--- src/rtl/timer_bank_if.sv ---
// Processor bus bundle for timer_bank.
//   PrAddr : byte address (master -> slave)
//   PrWD   : write data (master -> slave)
//   we     : write strobe, sampled on the rising clock edge (master -> slave)
//   PrRD   : combinational read data (slave -> master)
//   HWInt  : per-channel interrupt lines, bit i = channel i (slave -> master)
interface timer_bank_if;
  logic [31:0] PrAddr;
  logic [31:0] PrWD;
  logic        we;
  logic [31:0] PrRD;
  logic [5:0]  HWInt;

  modport master (
    output PrAddr,
    output PrWD,
    output we,
    input  PrRD,
    input  HWInt
  );

  modport slave (
    input  PrAddr,
    input  PrWD,
    input  we,
    output PrRD,
    output HWInt
  );
endinterface

--- src/rtl/timer_bank.sv ---
// Bank of NCH independent down-counting timers on a simple processor bus.
// Each channel has a 16-byte window at BASE + 16*i with four word registers:
//   +0x0 CTRL   {IM, MODE[1:0], EN}
//   +0x4 PRESET reload value (CW bits)
//   +0x8 COUNT  current count, read-only
//   +0xC STATUS bit0 PEND, write 1 to clear
// Ports:
//   clk : system clock, all state changes on the rising edge
//   rst : synchronous active-high reset
//   bus : slave side of timer_bank_if (PrAddr, PrWD, we, PrRD, HWInt)
module timer_bank #(
  parameter int unsigned NCH  = 2,
  parameter logic [31:0] BASE = 32'h0000_7F00,
  parameter int unsigned CW   = 32
) (
  input logic         clk,
  input logic         rst,
  timer_bank_if.slave bus
);

  typedef enum logic [1:0] {StIdle, StLoad, StCnt, StInt} state_e;

  localparam logic [CW-1:0] CntOne = CW'(1);

  // Address decode. BASE is 16-byte aligned, so the low offset bits match PrAddr.
  // An address below BASE wraps to a huge offset and falls out of range.
  logic [31:0]    offset;
  logic           hit;
  logic [2:0]     ch_sel;
  logic [1:0]     reg_sel;
  logic [NCH-1:0] wr_ch;

  assign offset  = bus.PrAddr - BASE;
  assign hit     = offset < 32'(16 * NCH);
  assign ch_sel  = offset[6:4];
  assign reg_sel = offset[3:2];

  always_comb begin
    wr_ch = '0;
    for (int i = 0; i < NCH; i++) begin
      wr_ch[i] = bus.we & hit & (ch_sel == 3'(i));
    end
  end

  // Per-channel state
  logic [3:0]     ctrl_q   [NCH];
  logic [CW-1:0]  preset_q [NCH];
  logic [CW-1:0]  count_q  [NCH];
  logic [NCH-1:0] pend_q;
  state_e         state_q  [NCH];

  always_ff @(posedge clk) begin
    if (rst) begin
      for (int i = 0; i < NCH; i++) begin
        ctrl_q[i]   <= '0;
        preset_q[i] <= '0;
        count_q[i]  <= '0;
        state_q[i]  <= StIdle;
      end
      pend_q <= '0;
    end else begin
      for (int i = 0; i < NCH; i++) begin
        // STATUS clear is placed before the FSM so a same-cycle PEND set wins.
        if (wr_ch[i] && reg_sel == 2'd3 && bus.PrWD[0]) begin
          pend_q[i] <= 1'b0;
        end

        case (state_q[i])
          StIdle: begin
            if (ctrl_q[i][0]) state_q[i] <= StLoad;
          end
          StLoad: begin
            count_q[i] <= preset_q[i];
            state_q[i] <= StCnt;
          end
          StCnt: begin
            if (!ctrl_q[i][0]) begin
              state_q[i] <= StIdle;
            end else if (count_q[i] > CntOne) begin
              count_q[i] <= count_q[i] - CntOne;
            end else begin
              // COUNT of 0 or 1 both expire here, so PRESET=0 acts like 1.
              count_q[i] <= '0;
              pend_q[i]  <= 1'b1;
              state_q[i] <= StInt;
            end
          end
          StInt: begin
            if (ctrl_q[i][2:1] == 2'b01) begin
              state_q[i] <= StLoad;
            end else begin
              ctrl_q[i][0] <= 1'b0;
              state_q[i]   <= StIdle;
            end
          end
          default: state_q[i] <= StIdle;
        endcase

        // Bus writes follow the FSM so a CTRL write overrides the one-shot EN clear.
        if (wr_ch[i]) begin
          if (reg_sel == 2'd0) ctrl_q[i]   <= bus.PrWD[3:0];
          if (reg_sel == 2'd1) preset_q[i] <= bus.PrWD[CW-1:0];
        end
      end
    end
  end

  // Read mux, combinational from the current address and registers.
  logic [31:0] rd;

  always_comb begin
    rd = '0;
    for (int i = 0; i < NCH; i++) begin
      if (hit && ch_sel == 3'(i)) begin
        case (reg_sel)
          2'd0:    rd[3:0]    = ctrl_q[i];
          2'd1:    rd[CW-1:0] = preset_q[i];
          2'd2:    rd[CW-1:0] = count_q[i];
          default: rd[0]      = pend_q[i];
        endcase
      end
    end
  end

  assign bus.PrRD = rd;

  // Interrupts come only from registered state.
  logic [5:0] irq;

  always_comb begin
    irq = '0;
    for (int i = 0; i < NCH; i++) begin
      irq[i] = pend_q[i] & ctrl_q[i][3];
    end
  end

  assign bus.HWInt = irq;

  // Upper write-data bits have no destination.
  logic unused_wd;
  assign unused_wd = ^bus.PrWD;

endmodule

--- src/flat_wrapper.sv ---
// flat-port wrapper written by rule: the top's interface ports become plain ports
module timer_bank_flat 
#(
  parameter int unsigned NCH  = 2,
  parameter logic [31:0] BASE = 32'h0000_7F00,
  parameter int unsigned CW   = 32
)
  (clk, rst, bus_PrAddr, bus_PrWD, bus_we, bus_PrRD, bus_HWInt);
  timer_bank_if bus_i ();
  input logic clk;
  input logic rst;
  input wire logic [$bits(bus_i.PrAddr)-1:0] bus_PrAddr;
  input wire logic [$bits(bus_i.PrWD)-1:0] bus_PrWD;
  input wire logic [$bits(bus_i.we)-1:0] bus_we;
  output wire logic [$bits(bus_i.PrRD)-1:0] bus_PrRD;
  output wire logic [$bits(bus_i.HWInt)-1:0] bus_HWInt;
  assign bus_i.PrAddr = bus_PrAddr;
  assign bus_i.PrWD = bus_PrWD;
  assign bus_i.we = bus_we;
  assign bus_PrRD = bus_i.PrRD;
  assign bus_HWInt = bus_i.HWInt;
  timer_bank #(.NCH(NCH), .BASE(BASE), .CW(CW)) u_core (.clk(clk), .rst(rst), .bus(bus_i));
endmodule
--- config.mk ---
export PLATFORM = sky130hd
export DESIGN_NAME = timer_bank_flat
export DESIGN_NICKNAME = d
export VERILOG_FILES = /design/src/rtl/timer_bank_if.sv /design/src/rtl/timer_bank.sv /design/src/flat_wrapper.sv
export SDC_FILE = /design/constraint.sdc
export NUM_CORES = 1
export LEC_CHECK = 0
export ABC_AREA = 1
export CORE_MARGIN = 10
export CORE_UTILIZATION = 65
export CTS_CLUSTER_DIAMETER = 50
export DETAILED_ROUTE_END_ITERATION = 8
export DONT_BUFFER_PORTS = 1
export PLACE_DENSITY = 0.79
export SLEW_MARGIN = 25
export SYNTH_ARGS = -nofsm -noshare
export SYNTH_HDL_FRONTEND = slang
export SYNTH_SLANG_ARGS = --single-unit
--- constraint.sdc ---
create_clock -name clk -period 3.5 [get_ports clk]
set_clock_uncertainty 0.15 [all_clocks]
set_input_delay 0.875 -clock clk [delete_from_list [all_inputs] [get_ports clk]]
set_output_delay 0.875 -clock clk [all_outputs]
set_load 0.01 [all_outputs]
After elaboration in Yosys (flattened, before gate mapping)
Memory sizes are Yosys's and may differ from the RTL's. Index checks and enable logic that the tools add are counted.

Add/sub/neg operators: 3. $lt $le $gt $ge: 3. Equal/unequal tests: 12. Mux-type cells: 116. Bitwise logic cells: 31. Reduce and logical (&&, ||, !) cells: 10.

Operator list (count): two-way mux 32 bit (10); case mux 28 bit (2 select lines) (2); two-way mux 1 bit (86); greater-than comparator 32 x 1 -> 1 bit (second input constant) (2); subtractor 32 x 1 -> 32 bit (second input constant) (2); < comparator 32 x 6 -> 1 bit (second input constant) (1); subtractor 32 x 15 -> 32 bit (second input constant) (1); OR 1 bit (26); two-way mux 2 bit (12); case mux 3 bit (3 select lines) (2); equality test 2 bit (second input constant) (6); equality test 2 x 1 -> 1 bit (second input constant) (5); logical AND 1 bit (6); logical NOT 2 bit (3); two-way mux 3 bit (2); case mux 1 bit (3 select lines) (2); AND 1 bit (5); equality test 3 x 1 -> 1 bit (second input constant) (1); logical NOT 3 bit (1).

Flip-flop bits (word level): 2. Bits in writable memories: 140. Word-level logic and storage cells: 180. Memories: 4.

Memory list: u_core.count_q (words 2, width 32, rd ports 2, clocked after Yosys merged registers in 0, wr ports 2, RTL line timer_bank.sv:48) `logic [CW-1:0] count_q [NCH];`; u_core.preset_q (words 2, width 32, rd ports 2, clocked after Yosys merged registers in 0, wr ports 2, RTL line timer_bank.sv:47) `logic [CW-1:0] preset_q [NCH];`; u_core.ctrl_q (words 2, width 4, rd ports 2, clocked after Yosys merged registers in 0, wr ports 2, RTL line timer_bank.sv:46) `logic [3:0] ctrl_q [NCH];`; u_core.state_q (words 2, width 2, rd ports 2, clocked after Yosys merged registers in 0, wr ports 2, RTL line timer_bank.sv:50) `state_e state_q [NCH];`.

Depth between registers and ports, before layout
An unclocked memory read counts as a cell.

Word-level depth: 11. Gate-level depth with buffers: 17. Depth with buffers taken out: 17.

Least setup slack after synthesis
Ideal clock, no wire load.

Path kind: input -> output. From: input bus_PrAddr[18]. To: output bus_PrRD[1]. Data arrival time: 2362 ps. Data required time: 2475 ps. Setup slack: 113 ps. Stages: 14. Path buffers: 1. Cells stage by stage: nor2_1 -> nand2_2 -> nor2_4 -> nand3_2 -> nand2_1 -> nand3_1 -> nor2_1 -> nand3_1 -> nor2_2 -> nand2_1 -> inv_2 -> buf_6 -> nand2_1 -> a21oi_1.

Word-level cells in the longest chain between the ends: 6. Elaborated cells on any way between the ends: 7. Classes of those cells: add/sub (1); order compare (1); mux (3); reduce/logical (2).

Ends and longest elaborated chain: from (decl) (RTL line flat_wrapper.sv:12) `input wire logic [$bits(bus_i.PrAddr)-1:0] bus_PrAddr;`; subtractor 32 x 15 -> 32 bit * (RTL line timer_bank.sv:33) `assign offset = bus.PrAddr - BASE;`; < comparator 32 x 6 -> 1 bit * (RTL line timer_bank.sv:34) `assign hit = offset < 32'(16 * NCH);`; logical AND 1 bit (RTL line timer_bank.sv:114) `if (hit && ch_sel == 3'(i)) begin`; two-way mux 32 bit (RTL line timer_bank.sv:114); case mux 3 bit (3 select lines) (RTL line timer_bank.sv:115) `case (reg_sel)`; two-way mux 32 bit * (RTL line timer_bank.sv:114); to (decl) (RTL line flat_wrapper.sv:15) `output wire logic [$bits(bus_i.PrRD)-1:0] bus_PrRD;`.

Mark *: on every way between the ends. The rest lies on a longest branch, timed or not.

Worst setup path after layout
From: input bus_PrAddr[13]. To: output bus_PrRD[25].

Word-level cells in the longest chain between the ends: 6. Elaborated cells on any way between the ends: 7. Classes of those cells: add/sub (1); order compare (1); mux (3); reduce/logical (2).

Ends and longest elaborated chain (RTL line): subtractor 32 x 15 -> 32 bit * (timer_bank.sv:33); < comparator 32 x 6 -> 1 bit * (timer_bank.sv:34); logical AND 1 bit (timer_bank.sv:114); two-way mux 32 bit (timer_bank.sv:114); case mux 28 bit (2 select lines) (timer_bank.sv:115); two-way mux 32 bit * (timer_bank.sv:114).

Marked as above.

==> metrics <==
Post-Synth Simple-Gate Area 24.81%; design area 0.01115 sq mm; Synth Area in Compound Gates 13.68%; violated checks setup timing; number of diodes 0; Clock Latency Late Sink 0.43 ns; initial core utilization 66.47%; #FFs+latches synth 142; slowest stage delay, CP 0.19 ns; DIE WIDTH 139.4 um; Worst setup SP type input port; post-route minimum period 3.875 ns; GRT overflow 0; CP endpoint kind output port; Fin Setup TNS -9.143 ns; CTS buffer count 17; overall die height 139.4 um; commonest cells after routing, fill and taps aside nand2_1, inv_1, edfxtp_1, nor2_1, o21ai_0; DRC 0; Yosys cell types 48; status complete, but fails checks; Synth Flop Type edfxtp_1; Synth Warn # 0; Register-to-Register Path Depth 13; vias in the first global route 8392; Slew @ Worst Pin 0.8329 ns; RSZ-0062 raised after global routing yes; Initial DRC Count 1280; CP required 2.47 ns; final worst slack -0.3750 ns; crit path cell chain nand2_2, nor2_4, nand2_4, buf_4, nand3_1, nand3_1, nor2_1, nand3_2, nor2_4, nand2_2, clkinv_4, buf_12, buf_12, nand2_2, a21oi_1, buf_4; Worst slew margin 44.39%; Post-DRT Antenna Nets 0; final worst path period share 110.7%; hold buffer count at CTS 0; sequential area share after synthesis 45.82%; Mapped Avg Cell Area 8.212 sq um; area delta synth->final 20.33%; largest family of logic cells by synthesized area simple AND/OR/NAND/NOR gates; DRT Wirelength 29420 um; most common cell after layout, fill and taps aside nand2_1; routability cong. 0.9642; post-placement cell count 1325; crit path DAT 2.85 ns; Worst-path clk slew 0.06 ns; slowest stage cell, crit path nor2_4; fmax 258.1 MHz; die area 0.01943 sq mm; Longest Clk Path Bufs 2; pwr dens 491.5 mW/mm^2; H-tree depth reported by CTS 4; Worst path most repeated cell nand2_2; Hold Crit Class reg2reg; Synth Instances 1128; global-route wire length before repair 45230 um; final hold vios 0; Final Slew Violations 0; post-synthesis mux area share 0%; Port-buffer cells 0; DP Area 0.009858 sq mm; XOR/XNOR Fraction of Synth Area 4.539%; hpwl dp 19370 um; post-DR wirelength/cell 21.49 um; CTS root buffer clkbuf_16; routed vias/inst 6.356; CTS sink count 142; core box area 0.01393 sq mm; Mapped Area 0.009263 sq mm; GRT Resource Usage Total 28.72%; CTS tree yes; Crit Path Max Fanout 7; Peak supply drop 0.3926 mV; max-cap violations 0; # setup viols final 32; Finished Layout Cells 1369; largest net degree at the start of global routing 41; layout cells sized above 1 21.87%; Worst Hold Path Cells 4; DR vias 8701; post-synthesis adder-cell area fraction 1.216%; initial antenna violation count 0; IO Pins 105; placement row count 43; Util after Layout 79.99%; kind of critical path in2out; fraction of registers with async set or reset after synthesis 0%; EDFF count, synth 140; drt pass-1 iters 5; leak pwr 4.591 nW; fin nets 1253
[synthesized netlist by cell type, types with 7 or more instances]
master / number / area, sq um
a21oi_1: 52 / 260.3
a31oi_1: 7 / 43.79
buf_2: 12 / 60.06
buf_4: 7 / 52.55
clkbuf_1: 26 / 97.59
edfxtp_1: 140 / 4204
ha_1: 9 / 112.6
inv_1: 165 / 619.3
nand2_1: 233 / 874.6
nand3_1: 57 / 285.3
nand4_1: 15 / 93.84
nor2_1: 123 / 461.7
nor2_2: 8 / 50.05
nor3_1: 16 / 80.08
nor3_2: 30 / 300.3
o211ai_1: 7 / 52.55
o21ai_0: 66 / 330.3
o22ai_1: 20 / 125.1
o32ai_1: 26 / 227.7
xor2_1: 45 / 394.1
[power by group]
group / switching [mW] / internal (mW) / leakage [nW]
Clock: 0.734 / 1.19 / 0.300
Sequential: 0.209 / 2.16 / 1.42
Combinational: 0.823 / 0.361 / 2.87
Total: 1.77 / 3.71 / 4.59
[flip-flops by register name, summed over array words and instances (netlist names)]
| signal | count |
|---|---|
| u_core.count_q | 64 |
| u_core.preset_q | 64 |
| u_core.ctrl_q | 8 |
| u_core.state_q | 4 |
| u_core.pend_q | 2 |
[cells by family after synthesis]
family	count (synthesis)
xor gates and xnor gates	48
other	1
DFF	142
buffers and inverters	223
and+or+nand+nor	501
AOI/OAI and AO/OA	204
adders and majority gates	9
[repair_timing]
action / 4_1_cts / 5_1_grt
setup endpoints to repair: 32 / 32
buffers inserted: 7 / 3
gates cloned: 5 / 2
pin swaps: 2 / 42
resized for setup: 53 / 86
[final timing paths]
check                         end  slack [ns]                 start
max reg2reg  u_core.count_q[0][6]        0.27  u_core.count_q[0][0]
min              u_core.pend_q[0]        0.41      u_core.pend_q[0]
min reg2reg      u_core.pend_q[0]        0.41      u_core.pend_q[0]
max                  bus_PrRD[25]       -0.37        bus_PrAddr[13]
[layout make-up]
| cell class | instances | area [sq um] |
|---|---|---|
| Inverter | 172 | 655.6 |
| Sequential cell | 142 | 4244 |
| Clock inverter | 14 | 190.2 |
| Multi-Input combinational cell | 767 | 4591 |
| Fill cell | 878 | 2789 |
| Clock buffer | 17 | 425.4 |
| Timing Repair Buffer | 77 | 814.5 |
| Tap cell | 180 | 225.2 |
[per-layer routing]
| layer | vias to the layer above | global-route usage, % | share of wire (%) |
|---|---|---|---|
| met3 | 104 | 7.417 | 11 |
| met2 | 647 | 45.90 | 48 |
| li1 | 3916 | - | - |
| met5 | - | 0 | 0 |
| met1 | 4034 | 36.13 | 37 |
| met4 | 0 | 12.03 | 3.9 |
[stage by stage]
stage	hold WS [ns]	worst slack, ns	power [mW]
2_1_floorplan	0.3531	0.1130	3.153
3_5_place_dp	0.3900	-0.3077	3.464
6_report	0.4144	-0.3750	5.478
5_1_grt	0.4674	-0.4816	5.690
3_3_place_gp	0.3907	-0.2885	3.425
4_1_cts	0.4122	-0.2196	5.375
[worst max-delay path: cells and delay by family]
family	cells	cell delay, ns
buffers and inverters	5	0.70
AO/OA/AOI/OAI	1	0.17
AND/OR/NAND/NOR	10	1.08
Note: power is estimated with default switching activity, not from simulation.
